<file path="src/rtl/rerouting_sequencer.sv">
// Sequences STV broadcast/insert and VTS extract/reduce over one VRF read and one VRF write port.
// STV: 1 or LANES cycles; VTS: 2 or LANES+2 cycles; issue is stalled (req_ready low) while busy.
module rerouting_sequencer #(
  parameter int LANES  = 4,
  parameter int XLEN   = 32,
  parameter int LANE_W = 2,
  parameter int REG_W  = 5
) (
  input  logic              clk,
  input  logic              rst,
  input  logic              req_valid,
  output logic              req_ready,
  input  logic              rerouting_select,
  input  logic [2:0]        rerouting_code,
  input  logic [LANE_W:0]   lane_idx,
  input  logic [XLEN-1:0]   scalar_data,
  input  logic [REG_W-1:0]  vreg_addr,
  input  logic [REG_W-1:0]  rd_addr,
  output logic [REG_W-1:0]  vrf_addr,
  output logic              vrf_wr_en,
  output logic [LANE_W-1:0] vrf_wr_lane,
  output logic [XLEN-1:0]   vrf_wr_data,
  output logic              vrf_rd_en,
  output logic [LANE_W-1:0] vrf_rd_lane,
  input  logic [XLEN-1:0]   vrf_rd_data,
  output logic              sc_wr_en,
  output logic [REG_W-1:0]  sc_wr_addr,
  output logic [XLEN-1:0]   sc_wr_data,
  output logic              busy,
  output logic              done,
  output logic              err
);

  localparam logic [2:0] S_IDLE   = 3'd0;
  localparam logic [2:0] S_STV_WR = 3'd1;
  localparam logic [2:0] S_VTS_RD = 3'd2;
  localparam logic [2:0] S_VTS_WB = 3'd3;
  localparam logic [2:0] S_ERR    = 3'd4;

  localparam int LW1 = LANE_W + 1;
  localparam logic [LANE_W:0] LANES_C = LW1'(LANES);
  localparam logic [LANE_W:0] LAST_C  = LW1'(LANES - 1);
  localparam logic [LANE_W:0] CNT_ONE = LW1'(1);

  logic [2:0]        state;
  logic [LANE_W:0]   cnt;
  logic [XLEN-1:0]   acc;
  logic              rd_pend;
  logic              single_q;
  logic [LANE_W-1:0] lane_q;
  logic [XLEN-1:0]   scalar_q;
  logic [REG_W-1:0]  vrf_addr_q;
  logic [REG_W-1:0]  sc_addr_q;

  logic       accept;
  logic       req_dir;
  logic [1:0] req_mode;
  logic       req_illegal;
  logic       last_wr;
  logic       rd_active;

  assign req_dir  = rerouting_code[2];
  assign req_mode = rerouting_code[1:0];

  // Out-of-range lanes are caught via the extra MSB of lane_idx.
  always_comb begin
    req_illegal = 1'b0;
    if (req_mode == 2'b00)
      req_illegal = 1'b1;
    else if (!req_dir && req_mode == 2'b11)
      req_illegal = 1'b1;
    else if (req_mode == 2'b10 && lane_idx >= LANES_C)
      req_illegal = 1'b1;
  end

  assign busy      = (state != S_IDLE);
  assign req_ready = !busy;
  assign accept    = req_valid && req_ready && rerouting_select;

  assign last_wr   = single_q || (cnt == LAST_C);
  // Reduce issues reads while cnt < LANES, then spends one cycle absorbing the last return.
  assign rd_active = (state == S_VTS_RD) && (single_q || cnt < LANES_C);

  always_ff @(posedge clk) begin
    if (rst) begin
      state      <= S_IDLE;
      cnt        <= '0;
      acc        <= '0;
      rd_pend    <= 1'b0;
      single_q   <= 1'b0;
      lane_q     <= '0;
      scalar_q   <= '0;
      vrf_addr_q <= '0;
      sc_addr_q  <= '0;
    end else begin
      rd_pend <= rd_active;
      case (state)
        S_IDLE: begin
          if (accept) begin
            single_q   <= (req_mode == 2'b10);
            lane_q     <= lane_idx[LANE_W-1:0];
            scalar_q   <= scalar_data;
            vrf_addr_q <= vreg_addr;
            sc_addr_q  <= rd_addr;
            cnt        <= '0;
            acc        <= '0;
            if (req_illegal)
              state <= S_ERR;
            else if (req_dir)
              state <= S_VTS_RD;
            else
              state <= S_STV_WR;
          end
        end
        S_STV_WR: begin
          if (last_wr)
            state <= S_IDLE;
          else
            cnt <= cnt + CNT_ONE;
        end
        S_VTS_RD: begin
          if (rd_pend && !single_q)
            acc <= acc + vrf_rd_data;
          if (single_q || cnt == LANES_C)
            state <= S_VTS_WB;
          else
            cnt <= cnt + CNT_ONE;
        end
        S_VTS_WB: state <= S_IDLE;
        S_ERR:    state <= S_IDLE;
        default:  state <= S_IDLE;
      endcase
    end
  end

  always_comb begin
    vrf_wr_en   = 1'b0;
    vrf_wr_lane = '0;
    vrf_wr_data = '0;
    vrf_rd_en   = 1'b0;
    vrf_rd_lane = '0;
    sc_wr_en    = 1'b0;
    sc_wr_data  = '0;
    done        = 1'b0;
    err         = 1'b0;
    case (state)
      S_STV_WR: begin
        vrf_wr_en   = 1'b1;
        vrf_wr_lane = single_q ? lane_q : cnt[LANE_W-1:0];
        vrf_wr_data = scalar_q;
        done        = last_wr;
      end
      S_VTS_RD: begin
        vrf_rd_en   = rd_active;
        vrf_rd_lane = rd_active ? (single_q ? lane_q : cnt[LANE_W-1:0]) : '0;
      end
      S_VTS_WB: begin
        sc_wr_en   = 1'b1;
        sc_wr_data = single_q ? vrf_rd_data : acc;
        done       = 1'b1;
      end
      S_ERR: err = 1'b1;
      default: ;
    endcase
  end

  assign vrf_addr   = vrf_addr_q;
  assign sc_wr_addr = sc_addr_q;

endmodule

</file>
<file path="config.mk">
export PLATFORM = sky130hd
export DESIGN_NAME = rerouting_sequencer
export DESIGN_NICKNAME = d
export VERILOG_FILES = /design/src/rtl/rerouting_sequencer.sv
export SDC_FILE = /design/constraint.sdc
export NUM_CORES = 1
export LEC_CHECK = 0
export CELL_PAD_IN_SITES_DETAIL_PLACEMENT = 2
export CELL_PAD_IN_SITES_GLOBAL_PLACEMENT = 2
export CORE_MARGIN = 2
export CORE_UTILIZATION = 28
export DETAILED_ROUTE_END_ITERATION = 12
export MAX_ROUTING_LAYER = met4
export PLACE_DENSITY = 0.84
export SLEW_MARGIN = 40
export SYNTH_ARGS = -nofsm -noshare
export SYNTH_HDL_FRONTEND = slang
export SYNTH_SLANG_ARGS = --single-unit
</file>
<file path="constraint.sdc">
create_clock -name clk -period 7.18 [get_ports clk]
set_input_delay 1.436 -clock clk [delete_from_list [all_inputs] [get_ports clk]]
set_output_delay 1.436 -clock clk [all_outputs]
set_load 0.05 [all_outputs]
</file>
Word level (Yosys, flattened, before mapping). Cells that the tools add are included. W data, S select, Z words.

Bits in registers: 84. Input bits: 84.

Add/sub/neg operators: 2. Order comparisons: 2. Equality and inequality tests: 14. Multiplexer cells: 28. Reduce and logical (&&, ||, !) cells: 21.

Operator list (count): $mux W32 (5); $pmux W32 S2 (1); $add A32 B32 Y32 (1); $mux W3 (7); $pmux W3 S3 (2); $mux W2 (5); $eq A3 B2 Y1 const B (3); $ne A2 B2 Y1 const B (4); $mux W1 (7); $eq A3 B3 Y1 const B (2); $logic_and A1 B1 Y1 (6); $reduce_and A3 Y1 (2); $reduce_bool A3 Y1 (2); $eq A2 B2 Y1 const B (2); $ne A2 B1 Y1 const B (2); $reduce_and A4 Y1 (1); $add A3 B1 Y3 const B (1); $eq A3 B1 Y1 const B (1); $ge A3 B3 Y1 const B (1); $logic_not A1 Y1 (3); $logic_not A3 Y1 (1); $logic_or A1 B1 Y1 (3); $lt A3 B3 Y1 const B (1); $logic_not A2 Y1 (1); 3 further kinds (3).

Logic depth before layout (Yosys ltp). Gate-level depths: netlist (run 1).

Word-level depth: 8. Mapped depth: 11. Gate-level depth less buffers: 11.

Worst setup path after synthesis (run 1). Ideal clock, no wire load.

Kind: input-to-reg. Start: input port vrf_rd_data[0]. End: register acc[28]. Arrival time: 3540 ps. Path slack: 3523 ps. Stages: 11. Path buffers: 0. Cells stage by stage: ha_1 inv_1 fa_1 and2b_1 o31a_1 o211ai_1 a2111o_1 and2b_1 a21oi_1 xor2_1 a22o_1.

Longest elaborated chain between the ends: 3.

RTL lines: start: declaration (line 25) `input logic [XLEN-1:0] vrf_rd_data,`; $add A32 B32 Y32 (line 123) `acc <= acc + vrf_rd_data;`; $mux W32 (line 122) `if (rd_pend && !single_q)`; $pmux W32 S2 (line 97) `case (state)`; end signal: assignment (line 123); end: declaration (line 47) `logic [XLEN-1:0] acc;`.

No other way between the ends. The select of a mux whose other input is x is not followed. A chain may end at the register's enable or synchronous reset.

Worst setup path after layout (run 1).
Start: input port vrf_rd_data[23]. End: output port sc_wr_data[23].

Longest elaborated chain between the ends: 2.

RTL lines: $mux W32 (line 159) `sc_wr_data = single_q ? vrf_rd_data : acc;`; $mux W32 (line 146) `case (state)`; end: declaration (line 28) `output logic [XLEN-1:0] sc_wr_data,`.

No other way between the ends.

==> results of run 1 <==
==> metal layers <==
layer  vias up  global-route usage, %
met2       122                   36.0
li1       2840                      -
met1      2794                   22.8
met5         -                      -
met3        11                   6.49
met4         0                   3.22
==> final timing paths <==
check             cells after the start                      start                         to  slack (ns)
setup / recovery                      4            vrf_rd_data[23]             sc_wr_data[23]        2.70
hold / removal                        2  scalar_q[23]$_SDFFE_PP0P_  scalar_q[23]$_SDFFE_PP0P_        0.45
setup reg to reg                      6      state[1]$_SDFFE_PP0P_       acc[31]$_SDFFE_PP0P_        3.73
hold reg to reg                       2  scalar_q[23]$_SDFFE_PP0P_  scalar_q[23]$_SDFFE_PP0P_        0.45
==> metrics by stage <==
stage	utilization, %	std cells	worst slack [ns]	total power, mW
after global placement	38.1	1124	2.72	0.761
after detailed placement	38.1	1124	2.61	0.768
final	39.6	1140	2.70	1.22
after global routing	39.6	1140	2.54	1.28
after floorplan	-	731	3.52	0.655
after CTS	39.6	1140	2.68	1.24
==> layout by cell type, fill, tap and decap left out, types with 5 or more instances in the layout <==
master,instances
xnor2_1,16
mux2i_1,37
nor2b_1,11
inv_1,18
and3_1,35
clkdlybuf4s50_1,167
a21o_1,17
buf_4,7
nor3b_1,8
a21oi_1,88
clkbuf_16,9
a22oi_1,11
ha_1,34
dfxtp_1,83
nand2b_1,6
nor2_1,62
nand3_1,9
nand2_1,121
o21ai_0,36
nor3_1,6
o21bai_1,5
xor2_1,5
nand4_1,7
a31oi_1,5
==> worst reg2reg max path: cells and delay by family (launching register included) <==
| kind | cells | cell delay [ns] |
|---|---|---|
| simple gates | 4 | 2.53 |
| buf+inv | 1 | 0.30 |
| flops | 1 | 0.45 |
| compound gates | 1 | 0.10 |
==> layout make-up <==
type	instances	area, µm²	area share (%)
Multi-Input combinational cell	579	3570	46.4
Timing Repair Buffer	176	1740	22.6
Sequential cell	84	1680	21.9
Tap cell	265	332	4.31
Clock buffer	10	239	3.11
Inverter	20	75.1	0.977
Clock inverter	6	47.5	0.619
==> registers in the layout, summed over array words and instances (netlist names) <==
name,count
rd_pend,1
cnt,3
state,3
scalar_q,32
lane_q,2
single_q,1
sc_wr_addr,5
acc,32
vrf_addr,5
==> where the power goes <==
group	leakage, nW	total [mW]	switching (mW)	internal, mW
registers	0.682	0.498	0.0136	0.485
clock network	0.139	0.468	0.220	0.248
logic	2.09	0.256	0.151	0.105
total	2.91	1.22	0.385	0.838
==> kinds of logic (layout without fill, tap and decap cells) <==
logic type	count (synthesis)	after routing	share of synthesized area (%)
muxes	37	37	6.72
adders and majority gates	35	35	8.09
DFF	84	84	30.5
AOI/OAI and AO/OA	194	194	21.1
and+or+nand+nor	292	292	25.5
xor gates and xnor gates	21	21	3.34
buffers and inverters	68	212	4.75
==> metrics.yaml, run 1 <==
routing:
  drc: 0
  vias: 5767
  ant_nets: 0
  drt-total-wl_um: 20000
  m1WireLength_um: 8740
  top_layer: "met4"
  vias_per_cell: 5.06
  wire_per_inst_um: 17.6
  dr_wl_met2_um: 9900
  drtPass1Iterations: 4
  drt-initial-drc-count: 128
  wl_met3_um: 1280
power:
  max-vdd-ir-drop_v: 0.000113
  power.leakage_nw: 2.91
  power.density_nw_per_um2: 159
placed_design:
  dp_hpwl_um: 14500
  gp_congestion: 0.831
  place_area_um2: 7390
  port_buffers: 168
synthesis:
  syn_area_um2: 5510
  ys_seq_elements: 84
  ys.flop_type: "dfxtp_1"
  yosys.area.top_type_share_pct: 30.5
  synthArstFlopShare_pct: 0
  seq_area_frac_synth_pct: 30.5
  synth_cells: 731
  yosysMostFrequentCell: "nand2_1"
  synth_cell_types: 57
  yosysTopAreaCell: "dfxtp_1"
  yosysWarnings: 0
  synth_area_per_cell_um2: 7.53
  yosys-top-cells-area: "dfxtp_1, nand2_1, a21oi_1"
  synth_common_cells: "nand2_1, a21oi_1, dfxtp_1"
  synth_edf_count: 0
  syn_nets: 850
floorplan:
  dieArea_um2: 20800
  die_w_um: 144
  initial_utilization_pct: 28.4
  die_y_um: 144
  fp-row-count: 51
  io_pins: 169
  core_area_um2: 19400
setup_path:
  slowest_stage: "clkdlybuf4s50_1"
  worstSetupEndpointType: "primary output"
  path_buf_inv: 2
  worst-setup-path-type: "in2out"
  max_stage_delay_ns: 0.82
  path_cells: "clkdlybuf4s50_1 > mux2i_1 > nor2_1 > clkdlybuf4s50_1"
  arrival_ns: 3.04
  path_max_fanout: 2
  startpoint_type: "primary input"
  required_ns: 5.74
  crit_top_cell: "clkdlybuf4s50_1"
  crit_family: "buffers and inverters"
timing:
  slew_violations: 0
  setup_tns_ns: 0
  rsz0062_at_grt: "no"
  hold_slack_ns: 0.454
  post-route-period-util_pct: 62.4
  hold_viol: 0
  maxClockFrequency_mhz: 223
  fin_worst_skew_ns: 0.00901
  post-route-min-period_ns: 4.48
  slew_headroom_pct: 44.3
  worst_slew_pin_slew_ns: 0.836
  setup_viol: 0
clocking:
  post_cts_buffers: 0
  clk_latency_ns: 0.35
  cts_tree: "done"
  cts_buffers: 9
  ctsHoldBuffers: 0
  clk_pin_slew_ns: 0.07
  cts.sinks: 84
  cts-root-buf: "clkbuf_16"
  clockBufferDepth: 2
  htreeDepth: 3
  cts_resized: 0
global_route:
  grt_pass1_wl_um: 32500
  grt_max_degree: 71
  grt_pass1_vias: 6378
  antenna_found_initial: 0
  grt_util_all_layers_pct: 20.3
  grt-ovfl-total: 0
cells_and_area:
  drive_gt1_share_pct: 4.11
  diodes: 0
  fillers: 2235
  fin_area_um2: 7680
  areaGrowthSynthToFinish_pct: 39.5
  finalNetCount: 989
run:
  maxCapViolCount: 0
outcome:
  status: "finished, final reports clean"
min_path:
  min-delay-path-class: "reg2reg"
Note: power is estimated with default switching activity, not from simulation.
==> run 2: changes to the inputs <==
- CORE_UTILIZATION: 28 -> 26
- PLACE_DENSITY: 0.84 -> 0.79
- clock period: 7.18 -> 4.17 ns (I/O delays scaled with it)
==> run 2 against run 1 <==
Effect of this change: final cell count grew 1.1%; global-route usage shrank 1.1 points; cell area grew 4.7%; sequential share of layout area down 0.98 points; routed wire length is 2.0% higher; sequential power is 72% higher; critical path depth is 8 higher.
==> metrics.yaml, run 2 (synthesis results as in run 1) <==
outcome:
  status: "finished, final reports clean"  # unchanged
cells_and_area:
  top_regs: "acc (32), scalar_q (32)"  # unchanged
  finalNetCount: 992  # was 989
  final_common_cell: "clkdlybuf4s50_1"  # unchanged
  layout_common_cells: "clkdlybuf4s50_1, nand2_1, a21oi_1"  # unchanged
  areaGrowthSynthToFinish_pct: 46.0  # was 39.5%
  diodes: 0  # unchanged
  drive_gt1_share_pct: 8.20  # was 4.11%
  fillers: 2367  # was 2235
  multi_input_comb_area_um2: 3570  # unchanged
  layout.cells.non_filler: 1153  # was 1140
  seq_area_um2: 1680  # unchanged
placed_design:
  dp_hpwl_um: 15000  # was 14500 µm
  port_buffers: 168  # unchanged
  gp_congestion: 0.823  # was 0.831
  placed_cells: 1137  # was 1124
power:
  p_seq_share_pct: 40.6  # was 40.8%
  p_int_mw: 1.44  # was 0.838 mW
  sw_frac_of_total_pct: 31.7  # was 31.5%
  clkPwrFrac_pct: 38.2  # was 38.3%
  power.leakage_nw: 3.07  # was 2.91 nW
  p_comb_share_pct: 21.1  # was 20.9%
  max-vdd-ir-drop_v: 0.000192  # was 0.000113 V
  switchingPower_mw: 0.670  # was 0.385 mW
  power.density_nw_per_um2: 262  # was 159 nW/µm²
setup_path:
  rr_worst_depth: 7  # was 6
  arrival_ns: 3.83  # was 3.04 ns
  r2r_start: "state[1]$_SDFFE_PP0P_"  # unchanged
  startpoint: "vrf_rd_data[0]"  # was vrf_rd_data[23]
  worst-setup-path-type: "in2reg"  # was in2out
  required_ns: 4.38  # was 5.74 ns
  path_max_fanout: 4  # was 2
  worstSetupEndpointType: "flop"  # was primary output
  r2r-end: "acc[31]$_SDFFE_PP0P_"  # unchanged
  crit_end: "acc[30]$_SDFFE_PP0P_"  # was sc_wr_data[23]
  startpoint_type: "primary input"  # unchanged
  rrSetupSlack_ns: 1.14  # was 3.73 ns
clocking:
  cts_resized: 0  # unchanged
  post_cts_buffers: 0  # unchanged
  ctsHoldBuffers: 0  # unchanged
  cts_buffers: 9  # unchanged
  cts-root-buf: "clkbuf_16"  # unchanged
  clk_pin_slew_ns: 0.07  # about the same
  clockBufferDepth: 2  # unchanged
  cts.sinks: 84  # unchanged
  htreeDepth: 3  # unchanged
  clk_latency_ns: 0.35  # about the same
  cts_tree: "done"  # unchanged
timing:
  setup_viol: 0  # unchanged
  hold_slack_ns: 0.452  # was 0.454 ns
  post-route-period-util_pct: 86.7
  slew_headroom_pct: 47.5  # was 44.3%
  hold_viol: 0  # unchanged
  maxClockFrequency_mhz: 277
  worst_slew_pin_slew_ns: 0.788  # was 0.836 ns
  setup_tns_ns: 0  # unchanged
  rsz0062_at_grt: "no"  # unchanged
  post-route-min-period_ns: 3.62
  slew_violations: 0  # unchanged
  fin_worst_skew_ns: 0.0132  # was 0.00901 ns
floorplan:
  dieArea_um2: 22400  # was 20800 µm²
  initial_utilization_pct: 26.4  # was 28.4%
  core_area_um2: 20900  # was 19400 µm²
  die_y_um: 150  # was 144 µm
  io_pins: 169  # unchanged
  fp-row-count: 53  # was 51
  die_w_um: 150  # was 144 µm
global_route:
  grt_pass1_wl_um: 33100  # was 32500 µm
  grt-ovfl-total: 0  # unchanged
  grt_pass1_vias: 6364  # was 6378
  grt_max_degree: 64  # was 71
  grt_util_all_layers_pct: 19.2  # was 20.3%
  antenna_found_initial: 0  # unchanged
routing:
  wire_per_inst_um: 17.7  # was 17.6 µm
  drc: 0  # unchanged
  vias: 5840  # was 5767
  drtPass1Iterations: 4  # unchanged
  drt-total-wl_um: 20500  # was 20000 µm
  drt-initial-drc-count: 191  # was 128
  ant_nets: 0  # unchanged
  vias_per_cell: 5.07  # was 5.06
min_path:
  min-delay-path-class: "reg2reg"  # unchanged
run:
  maxCapViolCount: 0  # unchanged
## run 2: changes by cell type in the layout (fill, tap and decap cells not counted)
cell             previous run  this run
buf_6                       1         0
clkdlybuf4s50_1           167       134
buf_4                       7        11
buf_12                      0        33
clkinvlp_4                  1         3
clkinv_4                    2         0
## run 2: worst min-delay path by stage
stage | to | cells after the start | startpoint | slack [ns]
global route | scalar_q[27]$_SDFFE_PP0P_ | 2 | scalar_q[27]$_SDFFE_PP0P_ | 0.48
detailed placement | scalar_q[27]$_SDFFE_PP0P_ | 2 | scalar_q[27]$_SDFFE_PP0P_ | 0.45
finish | scalar_q[24]$_SDFFE_PP0P_ | 2 | scalar_q[24]$_SDFFE_PP0P_ | 0.45
CTS | scalar_q[24]$_SDFFE_PP0P_ | 2 | scalar_q[24]$_SDFFE_PP0P_ | 0.46
floorplan | scalar_q[0]$_SDFFE_PP0P_ | 2 | scalar_q[0]$_SDFFE_PP0P_ | 0.43
global placement | scalar_q[22]$_SDFFE_PP0P_ | 2 | scalar_q[22]$_SDFFE_PP0P_ | 0.44
## run 2: per-stage QoR
step | area (µm²) | util [%] | setup slack [ns] | power [mW]
2_1_floorplan | 5510 | - | 1.12 | 1.13
3_5_place_dp | 7760 | 37.1 | 0.156 | 1.33
5_1_grt | 8040 | 38.5 | 0.354 | 2.22
6_report | 8040 | 38.5 | 0.554 | 2.11
3_3_place_gp | 7760 | 37.1 | 0.294 | 1.32
4_1_cts | 8040 | 38.5 | 0.537 | 2.15
## run 2: layer usage
layer | track usage, % | routed length [µm]
met4 | 6.43 | 390
met5 | - | 0
met1 | 22.1 | 8780
met2 | 31.7 | 9670
met3 | 5.91 | 1620
## run 2: final cells by class
type / count / share of cell area (%)
timing repair buffer: 179 / 26.0
clock inverter: 6 / 0.560
tap: 275 / 4.28
sequential: 84 / 20.9
clock buffer: 10 / 2.97
inverter: 20 / 0.933
multi-input combinational: 579 / 44.4
## run 2: power by group through the flow
stage               clock network (mW)  logic (mW)  registers, mW
floorplan                            0       0.240          0.888
global placement                     0       0.443          0.875
detailed placement                   0       0.452          0.878
CTS                              0.838       0.455          0.859
global route                     0.867       0.491          0.863
finish                           0.807       0.447          0.858
## run 2: worst max-delay path, stage by stage
cell,delay [ns]
clkdlybuf4s50_1,0.52
ha_1,0.23
inv_1,0.07
fa_1,0.38
and2b_1,0.25
o31a_1,0.20
o211ai_1,0.21
a2111o_1,0.45
and2b_1,0.23
o21bai_1,0.21
xnor2_1,0.15
o21ai_0,0.09
==> run 3: changes to the inputs <==
- CORE_UTILIZATION: 26 -> 28
- PLACE_DENSITY: 0.79 -> 0.89
- clock period: 4.17 -> 4.57 ns (I/O delays scaled with it)
==> run 3 against run 2 <==
Effect of this change: hold slack better by 0.0027 ns; clock skew is 0.0074 ns lower; non-clock buffer count is 2 lower.
==> metrics.yaml, run 3 (synthesis results as in run 1) <==
power:
  p_comb_share_pct: 20.5  # was 21.1%
  sw_frac_of_total_pct: 31.1  # was 31.7%
  max-vdd-ir-drop_v: 0.000188  # was 0.000192 V
  p_int_mw: 1.36  # was 1.44 mW
  clkPwrFrac_pct: 39.8  # was 38.2%
  p_seq_share_pct: 39.7  # was 40.6%
  power.density_nw_per_um2: 259  # was 262 nW/µm²
  power.leakage_nw: 2.99  # was 3.07 nW
  switchingPower_mw: 0.614  # was 0.670 mW
placed_design:
  gp_congestion: 0.819  # was 0.823
  placed_cells: 1125  # was 1137
  dp_hpwl_um: 15200  # was 15000 µm
  port_buffers: 168  # unchanged
floorplan:
  die_w_um: 144  # was 150 µm
  die_y_um: 144  # was 150 µm
  io_pins: 169  # unchanged
  initial_utilization_pct: 28.4  # was 26.4%
  fp-row-count: 51  # was 53
  core_area_um2: 19400  # was 20900 µm²
  dieArea_um2: 20800  # was 22400 µm²
setup_path:
  path_cells: "inv_2 > nor3_1 > o21ai_0 > nor2_1 > clkdlybuf4s50_1"  # was clkdlybuf4s50_1 > ha_1 > inv_1 > fa_1 > and2b_1 > o31a_1 > o211ai_1 > a2111o_1 > and2b_1 > o21bai_1 > xnor2_1 > o21ai_0
  path_buf_inv: 2  # unchanged
  worstSetupEndpointType: "primary output"  # was flop
  required_ns: 3.66  # was 4.38 ns
  slowest_stage: "clkdlybuf4s50_1"  # unchanged
  max_stage_delay_ns: 0.82  # was 0.52 ns
  startpoint_type: "flop"  # was primary input
  worst-setup-path-type: "reg2out"  # was in2reg
  rr_worst_depth: 11  # was 7
  rrSetupSlack_ns: 1.64  # was 1.14 ns
  startpoint: "state[1]$_SDFFE_PP0P_"  # was vrf_rd_data[0]
  path_max_fanout: 40  # was 4
  r2r_start: "acc[0]$_SDFFE_PP0P_"  # was state[1]$_SDFFE_PP0P_
  arrival_ns: 3.02  # was 3.83 ns
  cp.depth: 5  # was 12
  crit_family: "buffers and inverters"  # was compound AO/OA/AOI/OAI gates
timing:
  setup_viol: 0  # unchanged
  rsz0062_at_grt: "no"  # unchanged
  fin_worst_skew_ns: 0.00579  # was 0.0132 ns
  setup_tns_ns: 0  # unchanged
  worst_slew_pin_slew_ns: 0.811  # was 0.788 ns
  hold_viol: 0  # unchanged
  slew_headroom_pct: 45.3  # was 47.5%
  post-route-period-util_pct: 86.1
  slew_violations: 0  # unchanged
  post-route-min-period_ns: 3.93
  maxClockFrequency_mhz: 254
outcome:
  status: "finished, final reports clean"  # unchanged
clocking:
  htreeDepth: 3  # unchanged
  clk_latency_ns: 0.36  # was 0.35 ns
  post_cts_buffers: 0  # unchanged
  ctsHoldBuffers: 0  # unchanged
  cts_buffers: 9  # unchanged
  clk_pin_slew_ns: 0.07  # about the same
  cts_tree: "done"  # unchanged
  clockBufferDepth: 2  # unchanged
  cts_resized: 0  # unchanged
  cts.sinks: 84  # unchanged
  cts-root-buf: "clkbuf_16"  # unchanged
global_route:
  grt_max_degree: 67  # was 64
  met3_usage_pct: 6.46  # was 5.91%
  grt_busiest_layer: "met2"  # unchanged
  grt_pass1_vias: 6420  # was 6364
  grt-ovfl-total: 0  # unchanged
  use_met1_pct: 23.1  # was 22.1%
  grt_pass1_wl_um: 33400  # was 33100 µm
  antenna_found_initial: 0  # unchanged
  grt_util_all_layers_pct: 21.0  # was 19.2%
  use_met2_pct: 37.5  # was 31.7%
cells_and_area:
  drive_gt1_share_pct: 7.99  # was 8.20%
  top_regs: "acc (32), scalar_q (32)"  # unchanged
  layout_common_cells: "clkdlybuf4s50_1, nand2_1, a21oi_1"  # unchanged
  layout.cells.non_filler: 1141  # was 1153
  finalNetCount: 990  # was 992
  diodes: 0  # unchanged
  areaGrowthSynthToFinish_pct: 38.4  # was 46.0%
  final_common_cell: "clkdlybuf4s50_1"  # unchanged
routing:
  vias: 5839  # was 5840
  drc: 0  # unchanged
  ant_nets: 0  # unchanged
  drt-total-wl_um: 20700  # was 20500 µm
  wire_per_inst_um: 18.1  # was 17.7 µm
  drtPass1Iterations: 4  # unchanged
  vias_per_cell: 5.12  # was 5.07
  drt-initial-drc-count: 182  # was 191
min_path:
  min-delay-start: "scalar_q[24]$_SDFFE_PP0P_"  # unchanged
  min-delay-path-class: "reg2reg"  # unchanged
  holdPathStages: 2  # unchanged
run:
  maxCapViolCount: 0  # unchanged
run 3: area by class of cell:
class	instances	area, µm²
Tap cell	265	332
Inverter	20	75.1
Sequential cell	84	1680
Clock buffer	9	225
Timing Repair Buffer	177	1660
Clock inverter	7	78.8
Multi-Input combinational cell	579	3570
Fill cell	2243	11800
run 3: worst min-delay path: stages, from the launching register on:
cell and delay, ns:
dfxtp_1 0.31, nand2_1 0.05, a21oi_1 0.05
run 3: power by group through the flow:
stage | logic, mW | clock network [mW] | registers [mW]
finish | 0.405 | 0.785 | 0.784
global route | 0.442 | 0.847 | 0.788
CTS | 0.411 | 0.813 | 0.784
detailed placement | 0.409 | 0 | 0.800
global placement | 0.398 | 0 | 0.798
floorplan | 0.219 | 0 | 0.810
run 3: worst paths after layout:
path | endpoint
hold / removal | scalar_q[24]$_SDFFE_PP0P_
setup reg to reg | acc[28]$_SDFFE_PP0P_
hold reg to reg | scalar_q[24]$_SDFFE_PP0P_
setup / recovery | vrf_rd_lane[0]
run 3: metrics by stage:
step                      setup WS [ns]  hold slack (ns)  util (%)  cell area, µm²  power, mW
final                             0.637            0.454      39.3            7620       1.97
after global placement            0.635            0.438      37.7            7320       1.20
after global routing              0.368            0.479      39.3            7620       2.08
after detailed placement          0.514            0.447      37.7            7320       1.21
after CTS                         0.615            0.457      39.3            7620       2.01
after floorplan                    1.44            0.432         -            5510       1.03
run 3: layer usage:
layer  part of all wire, %  vias up
li1                      -     2843
met1                    42     2843
met5                     0        -
met4                   1.3        0
met2                    51      133
met3                   6.4       20
==> edit 1, RTL diff (config.mk and constraints of run 2) <==
Set the parameter `XLEN` to 24 (it was 32).
--- a/src/rtl/rerouting_sequencer.sv
+++ b/src/rtl/rerouting_sequencer.sv
@@ -3,5 +3,5 @@
 module rerouting_sequencer #(
   parameter int LANES  = 4,
-  parameter int XLEN   = 32,
+  parameter int XLEN   = 24,
   parameter int LANE_W = 2,
   parameter int REG_W  = 5
Ports: changed (resized sc_wr_data, scalar_data, vrf_rd_data and vrf_wr_data); port bits go from 169 to 137. The function was not compared with the original's and may differ.
==> edit 1 against run 2 <==
Area after synthesis down 24%. Worst hold slack gained 0.0046 ns. Power shrank 8.1%. First-iteration DRC count down 42%. Critical path depth fell by 7. Design area down 24%. Sequential power shrank 18%. Sequential cell count decreased by 16. Non-clock buffer count fell by 36. Setup slack better by 0.24 ns. Routed wire length fell by 25%. Critical path type is now reg2out. Largest power group is now clock.
==> edit 1: results (changes against run 2) <==
Result of the run: complete, no violations (unchanged). The number of buffers on the longest clock path is 2 (unchanged). The pin count of the biggest net entering global routing came out at 57 (was 64). Largest registers: acc: 24 flops, scalar_q: 24 flops (was acc: 32 flops, scalar_q: 32 flops). The top fanout value on the critical path came out at 27 (was 4).

The layout cell share with drive strength beyond 1 came to 5.93% (was 8.20%). The peak ir drop on the vdd network is 0.196 mV (was 0.192 mV). The number of detailed-route iterations in the first pass came out at 4 (unchanged). The clock skew after layout was 0.00654 ns (was 0.0132 ns). The post-route met1 wirelength is 6640 µm (was 8780 µm). The fill cell total of the finished layout is 1819 (was 2367).

Leading post-synthesis cells by cell area: dfxtp_1 32%, nand2_1 9.2%, ha_1 7.7% (was dfxtp_1 31%, nand2_1 8.2%, a21oi_1 8.0%). The number of DRC markers after the initial detailed-route iteration came out at 110 (was 191). The data arrival time of the critical path is 2.54 ns (was 3.83 ns). The wire length on met3 came out at 894 µm (was 1620 µm). The wire length of the first global-routing pass came out at 25000 µm (was 33100 µm). The post-detailed-placement half-perimeter wirelength came out at 11400 µm (was 15000 µm). The placer's final routability congestion estimate came out at 0.811 (was 0.823). The number of setup violations in the final report came to 0 (unchanged). The sequential area share after synthesis is 32.3% (was 30.5%).

The via count of the first global-routing pass came out at 4933 (was 6364). The biggest cell delay along the critical path is 0.84 ns (was 0.52 ns). The top cell family by delay on the critical path is buffers and inverters (was compound AO/OA/AOI/OAI gates).

The clock latency reported for the late side of the worst-skew pair is 0.34 ns. The net count of the mapped netlist came out at 637 (was 850). The worst slew margin relative to its limit came out at 49.8% (was 47.5%). The static leakage came out at 2.30 nW (was 3.07 nW). The total length of routed met2 wires came out at 7490 µm (was 9670 µm). The quantity of I/O buffers inserted on ports came out at 136 (was 168).

The number of library cell types mapped by synthesis is 61 (was 57). The CTS buffer count is 9 (unchanged). The post-detailed-route via-to-cell ratio is 4.88 (was 5.07). The net total in the final layout was 764 (was 992). The detailed-route wire length per cell is 17.2 µm (was 17.7 µm). The number of setup buffers added after CTS is 0 (unchanged). The switching power came out at 552 µW (was 670 µW). The aggregate global-route resource usage came out at 18.4% (was 19.2%). Post-synth top cells: 103 x nand2_1, 68 x dfxtp_1, 62 x a21oi_1, 48 x nor2_1, 27 x mux2i_1 (was 121 x nand2_1, 88 x a21oi_1, 84 x dfxtp_1, 62 x nor2_1, 37 x mux2i_1).
==> edit 1: metal layers <==
layer	track usage, %	up-vias
met5	-	-
li1	-	2133
met4	5.62	0
met3	5.13	15
met1	20.6	2092
met2	32.0	104
==> edit 1: power groups by stage <==
stage	Clock, mW	Combinational [mW]	Sequential, mW
floorplan	0	0.200	0.726
detailed placement	0	0.375	0.717
CTS	0.889	0.379	0.703
global placement	0	0.361	0.714
global route	0.920	0.408	0.707
finish	0.866	0.371	0.702
==> edit 1: worst register-to-register path, delay by kind of cell, from the launching register on <==
family | cells | cell delay (ns)
fa+ha+maj | 2 | 0.64
flops | 1 | 0.32
compound gates | 6 | 1.30
simple gates | 1 | 0.31
==> edit 1: layout make-up <==
cell class	instances	area, µm²	share of cell area (%)
multi-input cells	435	2690	44.0
repair buffers	143	1410	23.0
flip-flops and latches	68	1360	22.3
well taps	216	270	4.42
clock buffers	11	253	4.13
clock inverters	5	83.8	1.37
inverters	12	45.0	0.736
==> edit 1: cells by family after synthesis <==
logic type	after synthesis	synth area share, %
mux	28	6.68
compound gates	135	20.1
flops	68	32.3
xor+xnor	18	3.74
fa+ha+maj	27	8.20
simple gates	227	25.2
buf+inv	39	3.80
==> edit 1: worst paths after layout <==
check | start | endpoint | slack [ns] | cells past startpoint
worst max register to register | acc[0] | acc[22] | 1.49 | 9
worst min register to register | scalar_q[5] | scalar_q[5] | 0.46 | 2
worst max-delay path | state[0] | vrf_wr_lane[0] | 0.79 | 5
worst min-delay path | scalar_q[5] | scalar_q[5] | 0.46 | 2
==> edit 1: metrics by stage <==
step                      hold slack, ns  area, µm²  worst slack, ns  std cells  utilization (%)
after floorplan                    0.432       4210             1.27        542                -
after detailed placement           0.449       5780            0.527        874             36.4
after CTS                          0.459       6110            0.734        890             38.5
after global placement             0.438       5780            0.641        874             36.4
after global routing               0.483       6120            0.588        890             38.5
final                              0.456       6120            0.792        890             38.5
==> edit 2, RTL diff (flow settings as in run 2) <==
Without the edit above. Register the output `err`; this adds one clock of latency there. The other outputs are not delayed to match.
--- a/src/rtl/rerouting_sequencer.sv
+++ b/src/rtl/rerouting_sequencer.sv
@@ -42,4 +42,6 @@
   localparam logic [LANE_W:0] LAST_C  = LW1'(LANES - 1);
   localparam logic [LANE_W:0] CNT_ONE = LW1'(1);
+
+  logic err_d;
 
   logic [2:0]        state;
@@ -143,5 +145,5 @@
     sc_wr_data  = '0;
     done        = 1'b0;
-    err         = 1'b0;
+    err_d       = 1'b0;
     case (state)
       S_STV_WR: begin
@@ -160,5 +162,5 @@
         done       = 1'b1;
       end
-      S_ERR: err = 1'b1;
+      S_ERR: err_d = 1'b1;
       default: ;
     endcase
@@ -168,4 +170,8 @@
   assign sc_wr_addr = sc_addr_q;
 
+  always_ff @(posedge clk) begin
+    err <= err_d;
+  end
+
 endmodule
 
Function: changed (a bounded check fails within 4 cycles, from zero or initial values and one cycle with rst high).
==> edit 2 against run 2 <==
Power up 1.9%. Register-to-register slack better by 0.12 ns. Design area up 0.81%. Core utilization up 0.19 points. Sequential cell count up 1. First-iteration DRC count down 25%. Setup slack better by 0.082 ns. Routed wire length up 0.93%. Area after synthesis up 0.36%. Critical path depth unchanged. Final cell count up 0.35%.
==> edit 2: results (changes against run 2) <==
The worst-case register-to-register setup slack came out at 1.26 ns (was 1.14 ns). The beginning of the worst hold path is scalar_q[14] (was scalar_q[24]). The number of cell instances on the worst register-to-register path is 11 (was 7).

The instance area at placement was 7800 µm² (was 7760 µm²). The detailed-route wire length per cell came out at 17.8 µm (was 17.7 µm). The post-detailed-route via-to-cell ratio came out at 5.07 (about the same). The peak ir drop on the vdd network is 0.238 mV (was 0.192 mV). The proportion of synthesized area in mux cells was 6.70% (was 6.72%). The aggregate global-route resource usage is 19.2% (about the same). The placer's final routability congestion estimate is 0.784 (was 0.823). The layout cell share with drive strength beyond 1 came out at 8.50% (was 8.20%). The placed cell count came to 1141 (was 1137). The xor-xnor portion of the synthesized cell area came out at 3.33% (was 3.34%). The number of DRC markers after the initial detailed-route iteration came out at 143 (was 191). The maximum clock frequency is 283 MHz (was 277 MHz).

The sequential area share after synthesis was 30.8% (was 30.5%). The combinational cell fraction of total power is 20.9% (was 21.1%). Result of the run: complete, no violations (unchanged).

The origin of the critical flop-to-flop path is acc[0] (was state[1]). The adder and majority gate portion of the synthesized area came out at 8.06% (was 8.09%). The net count of the mapped netlist came out at 851 (was 850). The worst slew margin relative to its limit is 46.9% (was 47.5%). Leading post-synthesis cells by cell area: dfxtp_1 31%, nand2_1 8.2%, a21oi_1 8.0% (unchanged). The complex-gate fraction of the synthesized area came to 21.0% (was 21.1%).

The post-place setup slack came to 0.246 ns (was 0.156 ns). The terminating pin of the worst hold path is scalar_q[14] (was scalar_q[24]). The data arrival time of the critical path is 3.78 ns (was 3.83 ns). The clock skew after layout is 0.0100 ns (was 0.0132 ns).

The pin count of the biggest net entering global routing is 68 (was 64). The via count of the first global-routing pass is 6438 (was 6364). The wire length of the first global-routing pass is 33300 µm (was 33100 µm).

Post-synth top cells: 121 x nand2_1, 88 x a21oi_1, 85 x dfxtp_1, 62 x nor2_1, 37 x mux2i_1 (was 121 x nand2_1, 88 x a21oi_1, 84 x dfxtp_1, 62 x nor2_1, 37 x mux2i_1).
edit 2: cell types whose count changed in the layout (fill, tap and decap cells not counted), sizes merged:
| cell | run 2 | this run |
|---|---|---|
| buf | 45 | 48 |
| clkinvlp | 3 | 1 |
| inv | 22 | 24 |
| clkbuf | 10 | 9 |
| clkinv | 1 | 2 |
| dfxtp | 84 | 85 |
edit 2: per-layer routing:
layer	up-vias	track usage, %	routed length (µm)
li1	2858	-	-
met1	2855	21.4	8660
met2	132	33.7	10300
met3	16	5.85	1480
met4	0	4.34	205
met5	-	-	0
edit 2: final cells by class:
type	count	area, µm²
Clock buffer	9	225
Clock inverter	7	75.1
Fill cell	2409	12800
Inverter	20	75.1
Multi-Input combinational cell	579	3570
Sequential cell	85	1700
Tap cell	275	344
Timing Repair Buffer	182	2110
